--- config.mk ---
export PLATFORM = sky130hd
export DESIGN_NAME = fetch_unit_flat
export DESIGN_NICKNAME = d
export VERILOG_FILES = /design/src/rtl/fetch_unit_pkg.sv /design/src/rtl/fetch_unit_if.sv /design/src/rtl/fetch_unit_sync_fifo.sv /design/src/rtl/fetch_unit.sv /design/src/flat_wrapper.sv
export SDC_FILE = /design/constraint.sdc
export NUM_CORES = 1
export LEC_CHECK = 0
export BUFFER_PORTS_ARGS = -buffer_cell sky130_fd_sc_hd__buf_2
export CAP_MARGIN = 20
export CORE_MARGIN = 4
export CORE_UTILIZATION = 40
export DETAILED_ROUTE_END_ITERATION = 10
export RECOVER_POWER = 25
export SYNTH_ARGS = -nofsm -noshare
export SYNTH_HDL_FRONTEND = slang
export SYNTH_SLANG_ARGS = --single-unit
--- constraint.sdc ---
create_clock -name clk -period 5.3 [get_ports clk]
set_input_delay 0.265 -clock clk [delete_from_list [all_inputs] [get_ports clk]]
set_output_delay 0.265 -clock clk [all_outputs]
set_load 0.02 [all_outputs]
--- src/rtl/fetch_unit_pkg.sv ---
// Shared types and defaults for the instruction fetch stage.
// Queue entries carry the fetch PC alongside the decode-order instruction word.
package fetch_unit_pkg;

  localparam logic [31:0] DEFAULT_RESET_PC        = 32'h0000_0000;
  localparam int          DEFAULT_FIFO_DEPTH      = 4;
  localparam int          DEFAULT_MAX_OUTSTANDING = 2;

  typedef struct packed {
    logic [31:0] pc;
    logic [31:0] ir;
  } fq_entry_t;

  // Memory returns bytes in the opposite order to what decode expects.
  function automatic logic [31:0] bswap32(input logic [31:0] x);
    return {x[7:0], x[15:8], x[23:16], x[31:24]};
  endfunction

endpackage

--- src/rtl/fetch_unit_if.sv ---
// Fetch-stage bus: imem request/response, decode handoff and execute redirect.
// master = fetch unit side, slave = environment (imem, decode, execute).
interface fetch_unit_if;
  logic        imem_req_valid;
  logic        imem_req_ready;
  logic [31:0] imem_req_addr;
  logic        imem_resp_valid;
  logic [31:0] imem_resp_data;
  logic        fetch_valid;
  logic        fetch_ready;
  logic [31:0] fetch_pc;
  logic [31:0] fetch_ir;
  logic        redirect_valid;
  logic [31:0] redirect_pc;

  modport master (
    output imem_req_valid, imem_req_addr, fetch_valid, fetch_pc, fetch_ir,
    input  imem_req_ready, imem_resp_valid, imem_resp_data, fetch_ready,
           redirect_valid, redirect_pc
  );

  modport slave (
    input  imem_req_valid, imem_req_addr, fetch_valid, fetch_pc, fetch_ir,
    output imem_req_ready, imem_resp_valid, imem_resp_data, fetch_ready,
           redirect_valid, redirect_pc
  );
endinterface

--- src/rtl/fetch_unit_sync_fifo.sv ---
// Synchronous FIFO with flush; head visible combinationally, push-to-head latency 1 cycle.
// Push while full is accepted only when a pop happens in the same cycle; flush wins over push/pop.
module sync_fifo #(
  parameter int WIDTH = 32,
  parameter int DEPTH = 4
) (
  input  logic                       clk_i,
  input  logic                       rst_i,
  input  logic                       flush_i,
  input  logic                       push_i,
  input  logic [WIDTH-1:0]           push_dat_i,
  input  logic                       pop_i,
  output logic [WIDTH-1:0]           rd_dat_o,
  output logic [$clog2(DEPTH+1)-1:0] count_o,
  output logic                       full_o,
  output logic                       empty_o
);
  localparam int PW = (DEPTH > 1) ? $clog2(DEPTH) : 1;
  localparam int CW = $clog2(DEPTH + 1);

  logic [WIDTH-1:0] mem_q [DEPTH];
  logic [PW-1:0]    wr_ptr_q, wr_ptr_d, rd_ptr_q, rd_ptr_d;
  logic [CW-1:0]    count_q, count_d;
  logic             do_push, do_pop;

  // Pointers wrap explicitly so DEPTH need not be a power of two.
  function automatic logic [PW-1:0] ptr_inc(input logic [PW-1:0] p);
    return (p == PW'(DEPTH - 1)) ? '0 : p + PW'(1);
  endfunction

  assign full_o   = (count_q == CW'(DEPTH));
  assign empty_o  = (count_q == '0);
  assign count_o  = count_q;
  assign rd_dat_o = mem_q[rd_ptr_q];
  assign do_pop   = pop_i && !empty_o;
  assign do_push  = push_i && (!full_o || do_pop);

  always_comb begin
    wr_ptr_d = wr_ptr_q;
    rd_ptr_d = rd_ptr_q;
    count_d  = count_q;
    if (flush_i) begin
      wr_ptr_d = '0;
      rd_ptr_d = '0;
      count_d  = '0;
    end else begin
      if (do_push) wr_ptr_d = ptr_inc(wr_ptr_q);
      if (do_pop)  rd_ptr_d = ptr_inc(rd_ptr_q);
      count_d = count_q + CW'(do_push) - CW'(do_pop);
    end
  end

  always_ff @(posedge clk_i) begin
    if (rst_i) begin
      wr_ptr_q <= '0;
      rd_ptr_q <= '0;
      count_q  <= '0;
    end else begin
      wr_ptr_q <= wr_ptr_d;
      rd_ptr_q <= rd_ptr_d;
      count_q  <= count_d;
    end
  end

  always_ff @(posedge clk_i) begin
    if (do_push && !flush_i) mem_q[wr_ptr_q] <= push_dat_i;
  end

endmodule

--- src/rtl/fetch_unit.sv ---
// Instruction fetch: credit-limited imem requests, prefetch queue, byte swap; resp->fetch_valid 1 cycle.
// Requests stall when the queue plus live in-flight reads would exceed the queue; responses never stall.
module fetch_unit
  import fetch_unit_pkg::*;
#(
  parameter logic [31:0] RESET_PC        = DEFAULT_RESET_PC,
  parameter int          FIFO_DEPTH      = DEFAULT_FIFO_DEPTH,
  parameter int          MAX_OUTSTANDING = DEFAULT_MAX_OUTSTANDING
) (
  input  logic         clk,
  input  logic         reset,
  fetch_unit_if.master bus
);
  localparam int OW = $clog2(MAX_OUTSTANDING + 1);
  localparam int QW = $clog2(FIFO_DEPTH + 1);

  logic [31:0] next_addr_q, next_addr_d;
  logic [OW-1:0] outst_q, outst_d, drop_q, drop_d;
  logic [QW-1:0] q_count;
  logic [OW-1:0] pc_count;
  logic          q_full, q_empty, pc_full, pc_empty;
  logic [31:0]   pc_head;
  fq_entry_t     q_wr, q_rd;
  logic          req_fire, q_push, q_pop, fetch_vld;
  logic          unused_rpc_lo;

  // Dropped responses still occupy outstanding slots but will never consume a queue slot.
  assign bus.imem_req_valid = !reset && !bus.redirect_valid
                           && (int'(outst_q) < MAX_OUTSTANDING)
                           && ((int'(q_count) + int'(outst_q) - int'(drop_q)) < FIFO_DEPTH);
  assign bus.imem_req_addr  = next_addr_q;
  assign req_fire           = bus.imem_req_valid && bus.imem_req_ready;

  assign fetch_vld       = !reset && !q_empty;
  assign q_pop           = fetch_vld && bus.fetch_ready;
  assign q_push          = bus.imem_resp_valid && (drop_q == '0) && !bus.redirect_valid;
  assign q_wr            = '{pc: pc_head, ir: bswap32(bus.imem_resp_data)};
  assign bus.fetch_valid = fetch_vld;
  assign bus.fetch_pc    = fetch_vld ? q_rd.pc : '0;
  assign bus.fetch_ir    = fetch_vld ? q_rd.ir : '0;
  assign unused_rpc_lo   = ^bus.redirect_pc[1:0];

  always_comb begin
    next_addr_d = next_addr_q;
    drop_d      = drop_q;
    outst_d     = outst_q + OW'(req_fire) - OW'(bus.imem_resp_valid);
    if (req_fire) next_addr_d = next_addr_q + 32'd4;
    if (bus.redirect_valid) begin
      next_addr_d = {bus.redirect_pc[31:2], 2'b00};
      drop_d      = outst_d;
    end else if (bus.imem_resp_valid && (drop_q != '0)) begin
      drop_d = drop_q - OW'(1);
    end
  end

  always_ff @(posedge clk) begin
    if (reset) begin
      next_addr_q <= RESET_PC;
      outst_q     <= '0;
      drop_q      <= '0;
    end else begin
      next_addr_q <= next_addr_d;
      outst_q     <= outst_d;
      drop_q      <= drop_d;
    end
  end

  sync_fifo #(.WIDTH($bits(fq_entry_t)), .DEPTH(FIFO_DEPTH)) u_prefetch_q (
    .clk_i(clk), .rst_i(reset), .flush_i(bus.redirect_valid),
    .push_i(q_push), .push_dat_i(q_wr), .pop_i(q_pop),
    .rd_dat_o(q_rd), .count_o(q_count), .full_o(q_full), .empty_o(q_empty)
  );

  // In-flight PCs are never flushed: dropped responses still need their entry popped.
  sync_fifo #(.WIDTH(32), .DEPTH(MAX_OUTSTANDING)) u_inflight_pc (
    .clk_i(clk), .rst_i(reset), .flush_i(1'b0),
    .push_i(req_fire), .push_dat_i(next_addr_q), .pop_i(bus.imem_resp_valid),
    .rd_dat_o(pc_head), .count_o(pc_count), .full_o(pc_full), .empty_o(pc_empty)
  );

  a_resp_has_req:   assert property (@(posedge clk) disable iff (reset)
                      bus.imem_resp_valid |-> (outst_q != '0) && !pc_empty);
  a_no_q_overflow:  assert property (@(posedge clk) disable iff (reset) q_push |-> !q_full);
  a_no_pc_overflow: assert property (@(posedge clk) disable iff (reset) req_fire |-> !pc_full);
  a_pc_tracks:      assert property (@(posedge clk) disable iff (reset) pc_count == outst_q);

endmodule

--- src/flat_wrapper.sv ---
// flat-port wrapper written by rule: the top's interface ports become plain ports
module fetch_unit_flat import fetch_unit_pkg::*;
#(
  parameter logic [31:0] RESET_PC        = DEFAULT_RESET_PC,
  parameter int          FIFO_DEPTH      = DEFAULT_FIFO_DEPTH,
  parameter int          MAX_OUTSTANDING = DEFAULT_MAX_OUTSTANDING
)
  (clk, reset, bus_imem_req_valid, bus_imem_req_addr, bus_fetch_valid, bus_fetch_pc, bus_fetch_ir, bus_imem_req_ready, bus_imem_resp_valid, bus_imem_resp_data, bus_fetch_ready, bus_redirect_valid, bus_redirect_pc);
  fetch_unit_if bus_i ();
  input  logic clk;
  input  logic reset;
  output wire logic [$bits(bus_i.imem_req_valid)-1:0] bus_imem_req_valid;
  output wire logic [$bits(bus_i.imem_req_addr)-1:0] bus_imem_req_addr;
  output wire logic [$bits(bus_i.fetch_valid)-1:0] bus_fetch_valid;
  output wire logic [$bits(bus_i.fetch_pc)-1:0] bus_fetch_pc;
  output wire logic [$bits(bus_i.fetch_ir)-1:0] bus_fetch_ir;
  input wire logic [$bits(bus_i.imem_req_ready)-1:0] bus_imem_req_ready;
  input wire logic [$bits(bus_i.imem_resp_valid)-1:0] bus_imem_resp_valid;
  input wire logic [$bits(bus_i.imem_resp_data)-1:0] bus_imem_resp_data;
  input wire logic [$bits(bus_i.fetch_ready)-1:0] bus_fetch_ready;
  input wire logic [$bits(bus_i.redirect_valid)-1:0] bus_redirect_valid;
  input wire logic [$bits(bus_i.redirect_pc)-1:0] bus_redirect_pc;
  assign bus_imem_req_valid = bus_i.imem_req_valid;
  assign bus_imem_req_addr = bus_i.imem_req_addr;
  assign bus_fetch_valid = bus_i.fetch_valid;
  assign bus_fetch_pc = bus_i.fetch_pc;
  assign bus_fetch_ir = bus_i.fetch_ir;
  assign bus_i.imem_req_ready = bus_imem_req_ready;
  assign bus_i.imem_resp_valid = bus_imem_resp_valid;
  assign bus_i.imem_resp_data = bus_imem_resp_data;
  assign bus_i.fetch_ready = bus_fetch_ready;
  assign bus_i.redirect_valid = bus_redirect_valid;
  assign bus_i.redirect_pc = bus_redirect_pc;
  fetch_unit #(.RESET_PC(RESET_PC), .FIFO_DEPTH(FIFO_DEPTH), .MAX_OUTSTANDING(MAX_OUTSTANDING)) u_core (.clk(clk), .reset(reset), .bus(bus_i));
endmodule
==> flow_summary_export.csv <==
group,metric,value,unit
clocking,root_buffer,"clkbuf_16",
hold_path,holdPathStages,3,
placement,numPortBuffers,161,
setup_path,criticalPathCategory,"flip-flop to flip-flop",
timing,period_share,79.3,%
hold_path,min_to,"u_core.bus.imem_req_addr[11]",
synth,avgSynthCellArea,17.0,um^2
finish,synthToLayoutAreaGrowth,19.8,%
hold_path,min_from,"bus_redirect_pc[11]",
synth,netlist_area,0.0144,mm^2
routing,via_per_inst,5.21,
pwr,power.density,375,mW/mm^2
hold_path,hold_path_class,"input port to flip-flop",
routing,ant_nets,0,
timing,period_minus_slack,4.20,ns
synth,yosysTopAreaCellShare,64.1,%
clocking,cts_tree,"done",
setup_path,slowest_delay,0.44,ns
global_routing,grt_max_degree,65,
clocking,clk_latency,0.51,ns
setup_path,r2r_cells,14,
clocking,cts_sinks,356,
synth,ys_ff_latch,356,
pwr,irDropWorstVdd,216,uV
timing,clock_skew,0.00809,ns
finish,fill_cells,3100,
setup_path,crit_chain,"ha_1, fa_1, ha_1, a21o_1, nor2_1, ha_1, inv_1, a2111oi_4, a211oi_4, nand2b_4, inv_2, o21ai_0, nor2_2, buf_4",
global_routing,gr-total-overflow,0,
timing,fmax,238,MHz
floorplan,io_pins,168,
global_routing,antenna_found_initial,0,
clocking,ctsHtreeMaxLevel,2,
timing,slew_headroom,30.7,%
routing,num_vias,8074,
setup_path,crit_top_cell,"ha_1",
global_routing,grt_first_pass_wirelength,48300,um
floorplan,die_w,198,um
finish,drive_gt1_share,28.8,%
synth,synth_cell_types,61,
setup_path,crit_fanout,30,
clocking,cts_inserted_buffers,37,
synth,synth-async-reset-ratio,0,%
synth,synthCells,849,
timing,finalHoldViolations,0,
setup_path,crit_slowest_cell,"fa_1",
timing,rsz0062_at_grt,"false",
floorplan,die_y,198,um
placement,pre_cts_ws,1.10,ns
outcome,status,"finished, final reports clean",
global_routing,track_usage,15.8,%
job,cap_violations,0,
synth,yosysSeqAreaShare,70.7,%
clocking,cts_buffer_depth,3,
finish,antenna_cells,0,
setup_path,r2r_slack,1.10,ns
floorplan,start_util,40.6,%
routing,drc_errors,0,
placement,dp.final_hpwl,19400,um
setup_path,end_kind,"flip-flop",
synth,ys_top_cells_by_count,"308 x edfxtp_1, 68 x and2_1, 62 x mux4_2, 48 x dfxtp_1, 44 x nor2_1",
finish,multiInputGateArea,0.00399,mm^2
finish,seqCellArea,0.0102,mm^2
setup_path,r2r_end,"u_core.u_inflight_pc.mem_q[1][27]",
timing,fin_ws,1.10,ns
synth,synth_edf_count,308,
floorplan,die_area,0.0392,mm^2
global_routing,grt_pass1_vias,8132,
synth,yosysMostFrequentCell,"edfxtp_1",
routing,wl_per_cell,20.1,um
synth,ys.flop_type,"edfxtp_1",
timing,finalSetupViolCount,0,
setup_path,worstPathRequired,5.45,ns
routing,first_pass_iters,5,
routing,wirelength,31200,um
synth,yosysWarnings,0,
timing,tightest_slew,1.04,ns
timing,tns,0,ns
setup_path,worst_ep_arrival_time,4.36,ns
synth,synth_top_area_cell,"edfxtp_1",
finish,nNetsFinal,1148,
pwr,leakage,0.00591,uW
floorplan,core,0.0356,mm^2
routing,drt_iter0_drc,570,
timing,drv_slew,0,
floorplan,rows,69,
setup_path,startpoint_type,"flip-flop",
placement,globalplace.congestion,0.803,
synth,synth_area_leaders,"edfxtp_1 64%, mux4_2 9.7%, dfxtp_1 6.7%, and2_1 2.9%, mux2_2 2.4%",
clocking,clkSlewWorstSetupHoldPaths,0.06,ns
setup_path,rr_startpoint,"u_core.u_prefetch_q.count_o[0]",
[cell usage in the layout (no fill, tap or decap), drive strengths merged, types with 31 or more instances in the layout]
cell,count
and2,69
buf,146
clkbuf,76
dfxtp,48
dlygate4sd3,35
edfxtp,308
mux2,31
mux4,62
nand2,35
nor2,44
[area by class of cell]
cell class	count	share of cell area, %
timing repair buffer	213	7.34
inverter	18	0.391
clock buffer	44	5.81
clock inverter	24	1.01
multi-input combinational	434	23.1
tap	461	3.34
sequential	356	59.1
[where the power goes]
group	switching [uW]	total (uW)	internal [uW]
Combinational	419	705	287
Sequential	80.5	3300	3220
Clock	1030	2480	1450
Total	1530	6490	4960
[per-stage QoR]
stage                     power, uW  utilization [%]  hold slack (ns)  cells  cell area (um^2)
after floorplan                3820                -            0.364    852             14400
after CTS                      6580             48.7          0.00635   1550             17300
after global placement         4040             44.4            0.469   1447             15800
after detailed placement       4050             44.4            0.487   1447             15800
after global routing           6770             48.6           0.0160   1550             17300
final                          6490             48.6           0.0304   1550             17300
[routing by layer]
metal,routed length [um],GRT usage (%)
met1,14100,23.0
met2,14600,25.0
met3,1980,3.11
met4,536,3.49
met5,0,0
[repair_timing]
| item | 4_1_cts | 5_1_grt |
|---|---|---|
| endpoints found under the setup margin | 0 | 0 |
| hold buffers | 35 | 0 |
| setup buffers | 0 | 0 |
| endpoints found under the hold margin | 131 | 0 |
| gates resized for setup | 0 | 0 |
[critical path: cells and delay by family, from the launching register on]
kind | cells | cell delay, ns
flip-flops | 1 | 0.34
AO/OA/AOI/OAI | 4 | 0.99
adder cells (fa/ha/maj) | 4 | 1.37
AND/OR/NAND/NOR | 3 | 0.40
buffers and inverters | 3 | 0.74
[flip-flops by register name (all words and copies together) (netlist names), named ones only]
signal and count:
u_core.u_inflight_pc.wr_ptr_q 1, u_core.u_prefetch_q.rd_ptr_q 2, u_core.drop_q 2, u_core.bus.imem_req_addr 30
u_core.u_prefetch_q.count_o 3, u_core.outst_q 2, u_core.u_prefetch_q.mem_q 248, u_core.u_inflight_pc.count_o 2
u_core.u_inflight_pc.mem_q 60, u_core.u_inflight_pc.rd_ptr_q 1, u_core.u_prefetch_q.wr_ptr_q 2
[worst max path at each step]
stage / start / endpoint / cells past startpoint / slack, ns
floorplan: u_core.u_prefetch_q.count_o[0] / u_core.u_inflight_pc.mem_q[0][10] / 13 / 0.78
global placement: u_core.u_prefetch_q.count_o[0] / u_core.u_inflight_pc.mem_q[1][28] / 14 / 1.13
detailed placement: u_core.u_prefetch_q.count_o[0] / u_core.u_inflight_pc.mem_q[0][27] / 14 / 1.10
CTS: u_core.u_prefetch_q.count_o[0] / u_core.u_inflight_pc.mem_q[1][27] / 14 / 1.08
global route: u_core.u_prefetch_q.count_o[0] / u_core.u_inflight_pc.mem_q[1][22] / 14 / 0.86
finish: u_core.u_prefetch_q.count_o[0] / u_core.u_inflight_pc.mem_q[1][27] / 14 / 1.10
[kinds of logic after synthesis]
group	synth area share, %
compound gates	3.79
xor+xnor	1.50
flops	70.7
mux	12.3
simple gates	8.13
other cells	0.0260
buf+inv	1.86
fa+ha+maj	1.66
(Power assumes the default switching activity.)
